[src/rtl/hazard_control.sv]
// rtl/hazard_control.sv - pipeline latch enable/flush sequencing for the five-stage core
// Optional performance counters built when HAZARD_PERF_EN is defined.
module hazard_control (
  input  logic        CLK,
  input  logic        nRST,
  input  logic        ihit,
  input  logic        dhit,
  input  logic        mem_dren,
  input  logic        mem_dwen,
  input  logic        ex_memread,
  input  logic [4:0]  ex_rt,
  input  logic [4:0]  id_rs,
  input  logic [4:0]  id_rt,
  input  logic        id_uses_rt,
  input  logic        ex_redirect,
  input  logic        halt_mem,
  output logic        pc_enable,
  output logic        fd_enable,
  output logic        de_enable,
  output logic        em_enable,
  output logic        mw_enable,
  output logic        fd_flush,
  output logic        de_flush,
  output logic        dmem_mask,
  output logic        halted,
  output logic [31:0] stall_cycles,
  output logic [31:0] flush_count,
  output logic [31:0] lu_count
);

  localparam logic [1:0] RUN    = 2'd0;
  localparam logic [1:0] DWAIT  = 2'd1;
  localparam logic [1:0] DDONE  = 2'd2;
  localparam logic [1:0] HALTED = 2'd3;

  logic [1:0] state;
  logic [1:0] state_next;
  logic       mem_req;
  logic       dsat;
  logic       adv;
  logic       lu;

  assign mem_req = mem_dren | mem_dwen;
  // DDONE stands in for dhit: the access already finished and is masked off.
  assign dsat    = dhit | (state == DDONE);
  assign adv     = ihit & (~mem_req | dsat) & (state != HALTED);
  assign lu      = ex_memread & (ex_rt != 5'd0) &
                   ((ex_rt == id_rs) | (id_uses_rt & (ex_rt == id_rt)));

  always_comb begin
    pc_enable = 1'b0;
    fd_enable = 1'b0;
    de_enable = 1'b0;
    em_enable = 1'b0;
    mw_enable = 1'b0;
    fd_flush  = 1'b0;
    de_flush  = 1'b0;
    dmem_mask = 1'b0;
    if (nRST) begin
      dmem_mask = (state == DDONE) | (state == HALTED);
      if (adv) begin
        mw_enable = 1'b1;
        if (!halt_mem) begin
          em_enable = 1'b1;
          de_enable = 1'b1;
          if (ex_redirect) begin
            pc_enable = 1'b1;
            fd_enable = 1'b1;
            fd_flush  = 1'b1;
            de_flush  = 1'b1;
          end else if (lu) begin
            de_flush  = 1'b1;
          end else begin
            pc_enable = 1'b1;
            fd_enable = 1'b1;
          end
        end
      end
    end
  end

  always_comb begin
    state_next = state;
    case (state)
      RUN: begin
        if (halt_mem & adv)              state_next = HALTED;
        else if (mem_req & ~dhit)        state_next = DWAIT;
        else if (mem_req & dhit & ~ihit) state_next = DDONE;
      end
      DWAIT: begin
        if (dhit & ihit)       state_next = RUN;
        else if (dhit & ~ihit) state_next = DDONE;
      end
      DDONE: begin
        if (ihit) state_next = RUN;
      end
      default: state_next = HALTED;
    endcase
  end

  always_ff @(posedge CLK or negedge nRST) begin
    if (!nRST) begin
      state  <= RUN;
      halted <= 1'b0;
    end else begin
      state  <= state_next;
      halted <= (state_next == HALTED);
    end
  end

`ifdef HAZARD_PERF_EN
  logic [31:0] stall_q;
  logic [31:0] flush_q;
  logic [31:0] lu_q;

  always_ff @(posedge CLK or negedge nRST) begin
    if (!nRST) begin
      stall_q <= 32'd0;
      flush_q <= 32'd0;
      lu_q    <= 32'd0;
    end else begin
      if ((state != HALTED) && !adv && (stall_q != 32'hFFFF_FFFF))
        stall_q <= stall_q + 32'd1;
      if (adv && ex_redirect && (flush_q != 32'hFFFF_FFFF))
        flush_q <= flush_q + 32'd1;
      if (adv && lu && !ex_redirect && (lu_q != 32'hFFFF_FFFF))
        lu_q <= lu_q + 32'd1;
    end
  end

  assign stall_cycles = stall_q;
  assign flush_count  = flush_q;
  assign lu_count     = lu_q;
`else
  assign stall_cycles = 32'd0;
  assign flush_count  = 32'd0;
  assign lu_count     = 32'd0;
`endif

endmodule

[config.mk]
export PLATFORM = sky130hd
export DESIGN_NAME = hazard_control
export DESIGN_NICKNAME = d
export VERILOG_FILES = /design/src/rtl/hazard_control.sv
export SDC_FILE = /design/constraint.sdc
export NUM_CORES = 1
export LEC_CHECK = 0
export CAP_MARGIN = 20
export CORE_MARGIN = 1
export CORE_UTILIZATION = 27
export CTS_CLUSTER_DIAMETER = 60
export DETAILED_ROUTE_END_ITERATION = 10
export PLACE_DENSITY = 0.81
export SYNTH_ARGS = -nofsm -noshare
export SYNTH_HDL_FRONTEND = slang
export SYNTH_SLANG_ARGS = --single-unit
[constraint.sdc]
create_clock -name CLK -period 1.8 [get_ports CLK]
set_input_delay 0.36 -clock CLK [delete_from_list [all_inputs] [get_ports CLK]]
set_output_delay 0.36 -clock CLK [all_outputs]
set_load 0.05 [all_outputs]
==> results.ini, run 1 <==
[worst_setup_path]
path_max_fanout = 3
crit_required_ns = 1.44
end_kind = output pin
critPathKind = input pin to output pin
r2r-start = state[0]$_DFF_PN0_
cp.arrival_ns = 1.55
cp-start-kind = input pin
startpoint = ex_rt[4]

[logic_synthesis]
yosys.area.top_type = buf_4
yosysUniqueCellTypes = 24
synth_commonest_cells = buf_4 (98), xor2_1 (9)
synthMuxAreaShare = 0
synth-simple-area-share = 0.08314
synth_top_family_by_area = buffers and inverters
yosys.area_share.xor_xnor = 0.07973
synth-edff-count = 0
synth_compound_area_frac = 0.08542
synth_ff_type = dfrtp_1
syn_area_um2 = 1099
yosysTopAreaCellShare = 0.6697
ys_top_cells_by_area = buf_4 (67%), xor2_1 (7.2%), dfrtp_1 (6.8%)
ys_async_sr_fraction = 1.000
synth_warnings = 0
avgSynthCellArea_um2 = 7.736
yosys.area_share.adder = 0
ys_ff_latch = 3
synth.most_common_cell = buf_4
syn-instance-count = 142
seq_area_frac_synth = 0.06834

[outcome]
violations = negative setup slack
status = finished with violations

[clocking]
cts_tree = yes
postCtsHoldBufs = 0
cts.clk_slew.worst_paths_ns = 0.03
clk_latency_ns = 0.21
cts-root-buf = clkbuf_8
clockBufferDepth = 2
htreeDepth = 1
cts_sinks = 3
cts_made_buffers = 3

[global_route]
grt_use_total = 0.07030
gr-total-overflow = 0
grt_max_degree = 9
antenna_found_initial = 0
grt_first_pass_wirelength_um = 2201
grt_pass1_vias = 500

[placed_design]
place_hpwl_um = 1575
gp_congestion = 0.6388
portBuffers = 33

[routing]
drtPass1Iterations = 4
ant_nets = 0
wirelength_um = 1760
drc = 0
post_drt_via_cell_ratio = 3.177
route.detailed.wl_per_inst_um = 7.426
vias = 753
first_iter_violations = 22

[timing]
fin_crit_sh = 1.059
fmax_ghz = 0.5244
period_minus_slack_ns = 1.907
rsz0062_at_grt = yes
holdWs_ns = 0.1722
skew_ns = 0.0004753
finalHoldViolCount = 0
tns_ns = -0.3016
final.setup.worst_slack_ns = -0.1071
setup_viol = 3
drv_slew = 0

[floorplan]
rows = 22
die_w_um = 65.79
die_area_um2 = 4328
io_pins = 130
core_area_um2 = 3771
die_y_um = 65.79
start_util = 0.2913

[final_layout]
final_nets = 215
fillers = 397
final_layout_size_suffix_gt1_frac = 0.2328
diodes = 0
area_growth_pct = 23.01

[run]
cap_violations = 0

[power]
power_density_nw_per_um2 = 926.4
ir_drop_mv = 0.3312
leakagePower_uw = 0.0007526

[hold_path]
hold_class = input pin to asynchronous set/reset pin

==> state kept, by name, summed over array words and instances, names as in the netlist <==
name and cells:
halted 1, state 2
==> what timing repair did <==
action                     CTS  global route
setup endpoints to repair    7             4
pin swaps                   16             4
gates resized for setup     59             4
buffers inserted             0             1
==> cells in the final DEF (no fill, tap or decap), types with 2 or more instances in the layout <==
| cell | Yosys | layout |
|---|---|---|
| conb_1 | 1 | 96 |
| buf_4 | 98 | 12 |
| clkbuf_8 | 0 | 3 |
| buf_2 | 0 | 3 |
| dlygate4sd2_1 | 0 | 13 |
| buf_12 | 0 | 5 |
| and2_4 | 0 | 2 |
| nand2b_1 | 2 | 2 |
| a21oi_1 | 3 | 3 |
| clkdlybuf4s50_1 | 0 | 3 |
| dfrtp_1 | 3 | 2 |
| buf_8 | 0 | 3 |
| buf_6 | 0 | 4 |
| inv_1 | 3 | 3 |
| nor3_1 | 2 | 2 |
| xor2_1 | 9 | 8 |
| o21bai_4 | 0 | 2 |
| nand3b_1 | 3 | 3 |
==> cell type report <==
| cell class | instances | area (µm²) | area share |
|---|---|---|---|
| sequential | 3 | 76.32 | 0.05648 |
| tap | 48 | 60.06 | 0.04444 |
| multi-input combinational | 133 | 693.2 | 0.5130 |
| clock buffer | 4 | 45.04 | 0.03333 |
| inverter | 3 | 11.26 | 0.008333 |
| timing repair buffer | 46 | 465.4 | 0.3444 |
==> where the power goes <==
part | switching [µW] | internal (µW)
Clock | 41.4 | 151
Sequential | 37.7 | 104
Combinational | 680 | 238
==> final timing paths <==
path / endpoint / slack [ns] / cells past startpoint
min in group CLK: state[1]$_DFF_PN0_ / 0.62 / 3
max in group asynchronous: state[1]$_DFF_PN0_ / 1.52 / 2
setup reg to reg: halted$_DFF_PN0_ / 0.64 / 4
hold reg to reg: state[0]$_DFF_PN0_ / 0.62 / 2
hold / removal: state[1]$_DFF_PN0_ / 0.17 / 2
setup / recovery: pc_enable / -0.11 / 6
==> cell families after synthesis <==
kind of cell,count (synthesis)
AOI/OAI and AO/OA,13
xor gates and xnor gates,10
buffers and inverters,101
DFF,3
other,1
and+or+nand+nor,14
==> per-stage QoR <==
step | worst slack, ns | power, µW | std cells | util | cell area [µm²]
finish | -0.1071 | 1252 | 237 | 0.3583 | 1351
global route | -0.1461 | 1319 | 237 | 0.3583 | 1351
CTS | -0.1366 | 1232 | 236 | 0.3537 | 1334
detailed placement | -0.5829 | 1034 | 232 | 0.3378 | 1274
global placement | -0.5525 | 1026 | 232 | 0.3378 | 1274
floorplan | -0.1640 | 980.8 | 237 | - | 1490
==> metal layers <==
layer	vias up	GRT usage	wire (µm)
li1	352	-	-
met1	328	0.05876	457
met2	73	0.1365	1017
met3	0	0.03276	284
met4	0	0.03261	0
met5	-	0	0
==> critical path, stage by stage <==
cell	delay, ns
buf_8	0.10
or4_4	0.52
o21ai_2	0.14
buf_4	0.13
o31a_4	0.16
buf_8	0.14
Power figures use the tool's default switching activity.
==> inputs of run 2 (changes only) <==
--- a/config.mk
+++ b/config.mk
@@ -7,10 +7,10 @@
 export LEC_CHECK = 0
 export CAP_MARGIN = 20
 export CORE_MARGIN = 1
-export CORE_UTILIZATION = 27
+export CORE_UTILIZATION = 29
 export CTS_CLUSTER_DIAMETER = 60
 export DETAILED_ROUTE_END_ITERATION = 10
-export PLACE_DENSITY = 0.81
+export PLACE_DENSITY = 0.87
 export SYNTH_ARGS = -nofsm -noshare
 export SYNTH_HDL_FRONTEND = slang
 export SYNTH_SLANG_ARGS = --single-unit
==> constraint.sdc (replaced) <==
create_clock -name CLK -period 2.41 [get_ports CLK]
set_input_delay 0.482 -clock CLK [delete_from_list [all_inputs] [get_ports CLK]]
set_output_delay 0.482 -clock CLK [all_outputs]
set_load 0.05 [all_outputs]
==> run 2 against run 1 <==
  * The run now ends clean
  * Wire length decreased by 3.0%
  * Cell count decreased by 3.0%
  * Register-to-register slack improved by 0.60 ns
  * Clock skew is 0.0025 ns higher
  * Via count decreased by 2.9%
  * Critical path depth did not move
  * Highest routed layer is now met4
  * Cell area shrank 3.1%
  * Die area is 6.7% lower
==> results.ini, run 2 (same netlist as run 1, synthesis figures left out) <==
[worst_setup_path]
crit_family = buffers and inverters
path_max_fanout = 2  ; -1
critPathKind = input pin to output pin
cp-start-kind = input pin
crit_required_ns = 1.93  ; +0.49 ns
critPathBufInv = 2  ; -1
end_kind = output pin
cpPeakStageDelay_ns = 0.53  ; about the same
cp.arrival_ns = 1.88  ; +0.33 ns
crit_slowest_cell = clkdlybuf4s50_1
path_cells = clkdlybuf4s50_1 > o21bai_4 > o2111a_2 > and2_2 > o21bai_2 > buf_6
reg2reg_slack_ns = 1.24  ; +0.60 ns

[routing]
top_layer = met4
ant_nets = 0  ; unchanged
vias = 731  ; -2.9%
drc = 0  ; unchanged
first_iter_violations = 23  ; +4.5%
post_drt_via_cell_ratio = 3.178  ; about the same
wl_met1_um = 480  ; +5.0%
route.detailed.wl_per_inst_um = 7.422  ; about the same
drtPass1Iterations = 3  ; -1
wirelength_um = 1707  ; -3.0%
met3_length_um = 223  ; -21%
dr_wl_met2_um = 966  ; -5.0%

[power]
power_density_nw_per_um2 = 703.8  ; -24%
leakagePower_uw = 0.0007266  ; -3.4%
p_total_uw = 921.9  ; -26%
ir_drop_mv = 0.2345  ; -29%

[clocking]
cts_sinks = 3  ; unchanged
cts_made_buffers = 3  ; unchanged
cts-root-buf = clkbuf_8
clk_latency_ns = 0.22  ; about the same
cts.clk_slew.worst_paths_ns = 0.03  ; about the same
postCtsHoldBufs = 0  ; unchanged
clockBufferDepth = 2  ; unchanged
htreeDepth = 1  ; unchanged
cts_tree = yes
postCtsSetupRepairBufs = 0  ; unchanged

[final_layout]
layout_common_cells = conb_1 (96), clkdlybuf4s50_1 (12), xor2_1 (9)
final_layout_size_suffix_gt1_frac = 0.1467  ; -0.08607
top_register = state
diodes = 0  ; unchanged
utilization = 0.3777  ; +0.01938
final_nets = 210  ; -2.3%
largest_reg_flops = 2  ; unchanged
area_growth_pct = 19.25
mostFrequentLayoutCell = conb_1
top_regs = state: 2 flops, halted: 1 flops
fillers = 375  ; -5.5%

[floorplan]
die_w_um = 63.55  ; -3.4%
die_area_um2 = 4038  ; -6.7%
die_y_um = 63.55  ; -3.4%
core_area_um2 = 3468  ; -8.0%
rows = 21  ; -4.5%
start_util = 0.3167  ; +0.02543
io_pins = 130  ; unchanged

[run]
cap_violations = 0  ; unchanged

[timing]
skew_ns = 0.002961  ; +0.002486 ns
tns_ns = 0  ; +0.3016 ns
final.setup.worst_slack_ns = 0.04668  ; +0.1538 ns
holdWs_ns = 0.5476  ; +0.3754 ns
drv_slew = 0  ; unchanged
rsz0062_at_grt = yes
period_minus_slack_ns = 2.363
fin_crit_sh = 0.9806
setup_viol = 0  ; -3
fmax_ghz = 0.4231
finalHoldViolCount = 0  ; unchanged

[global_route]
grt_first_pass_wirelength_um = 2290  ; +4.0%
gr-total-overflow = 0  ; unchanged
grt_max_degree = 9  ; unchanged
antenna_found_initial = 0  ; unchanged
grt_use_total = 0.07565  ; +0.005354
grt_pass1_vias = 534  ; +6.8%

[outcome]
status = complete, no violations

[hold_path]
hold_class = input pin to asynchronous set/reset pin

[placed_design]
dp_slack_ns = -0.2457  ; +0.3372 ns
gp_congestion = 0.6512  ; +1.9%
place_hpwl_um = 1531  ; -2.8%
portBuffers = 33  ; unchanged

[run 2: power by group]
part,switching [µW],internal [µW],leakage [µW]
combinational,499,167,0.000668
clock,37.2,113,0.0000228
sequential,29.7,75.7,0.0000354
[run 2: metal layers]
layer,vias to the layer above,global-route usage
li1,342,-
met1,315,0.06459
met2,69,0.1436
met3,5,0.02717
met4,0,0.05114
met5,-,0
[run 2: layout make-up]
class	count	area, µm²	area share
Multi-Input combinational cell	133	663.1	0.5062
Clock buffer	4	45.04	0.03438
Timing Repair Buffer	41	457.9	0.3496
Sequential cell	3	75.07	0.05731
Tap cell	46	57.56	0.04393
Inverter	3	11.26	0.008596
[run 2: repair_timing]
item / 4_1_cts / 5_1_grt
pin swaps: 4 / 2
setup endpoints to repair: 3 / 3
resized for setup: 17 / 5
[run 2: metrics by stage]
stage / instance area (µm²) / instances
floorplan: 1463 / 237
global placement: 1242 / 226
detailed placement: 1242 / 226
CTS: 1286 / 230
global route: 1310 / 230
finish: 1310 / 230
[run 2: final timing paths]
check                                endpoint          startpoint  cells after the start
setup / recovery                     de_flush            mem_dren                      6
hold / removal             state[0]$_DFF_PN0_                nRST                      2
setup reg to reg             halted$_DFF_PN0_  state[0]$_DFF_PN0_                      4
hold reg to reg            state[0]$_DFF_PN0_  state[0]$_DFF_PN0_                      2
max in group asynchronous  state[1]$_DFF_PN0_                nRST                      2
min in group CLK           state[0]$_DFF_PN0_  state[0]$_DFF_PN0_                      2
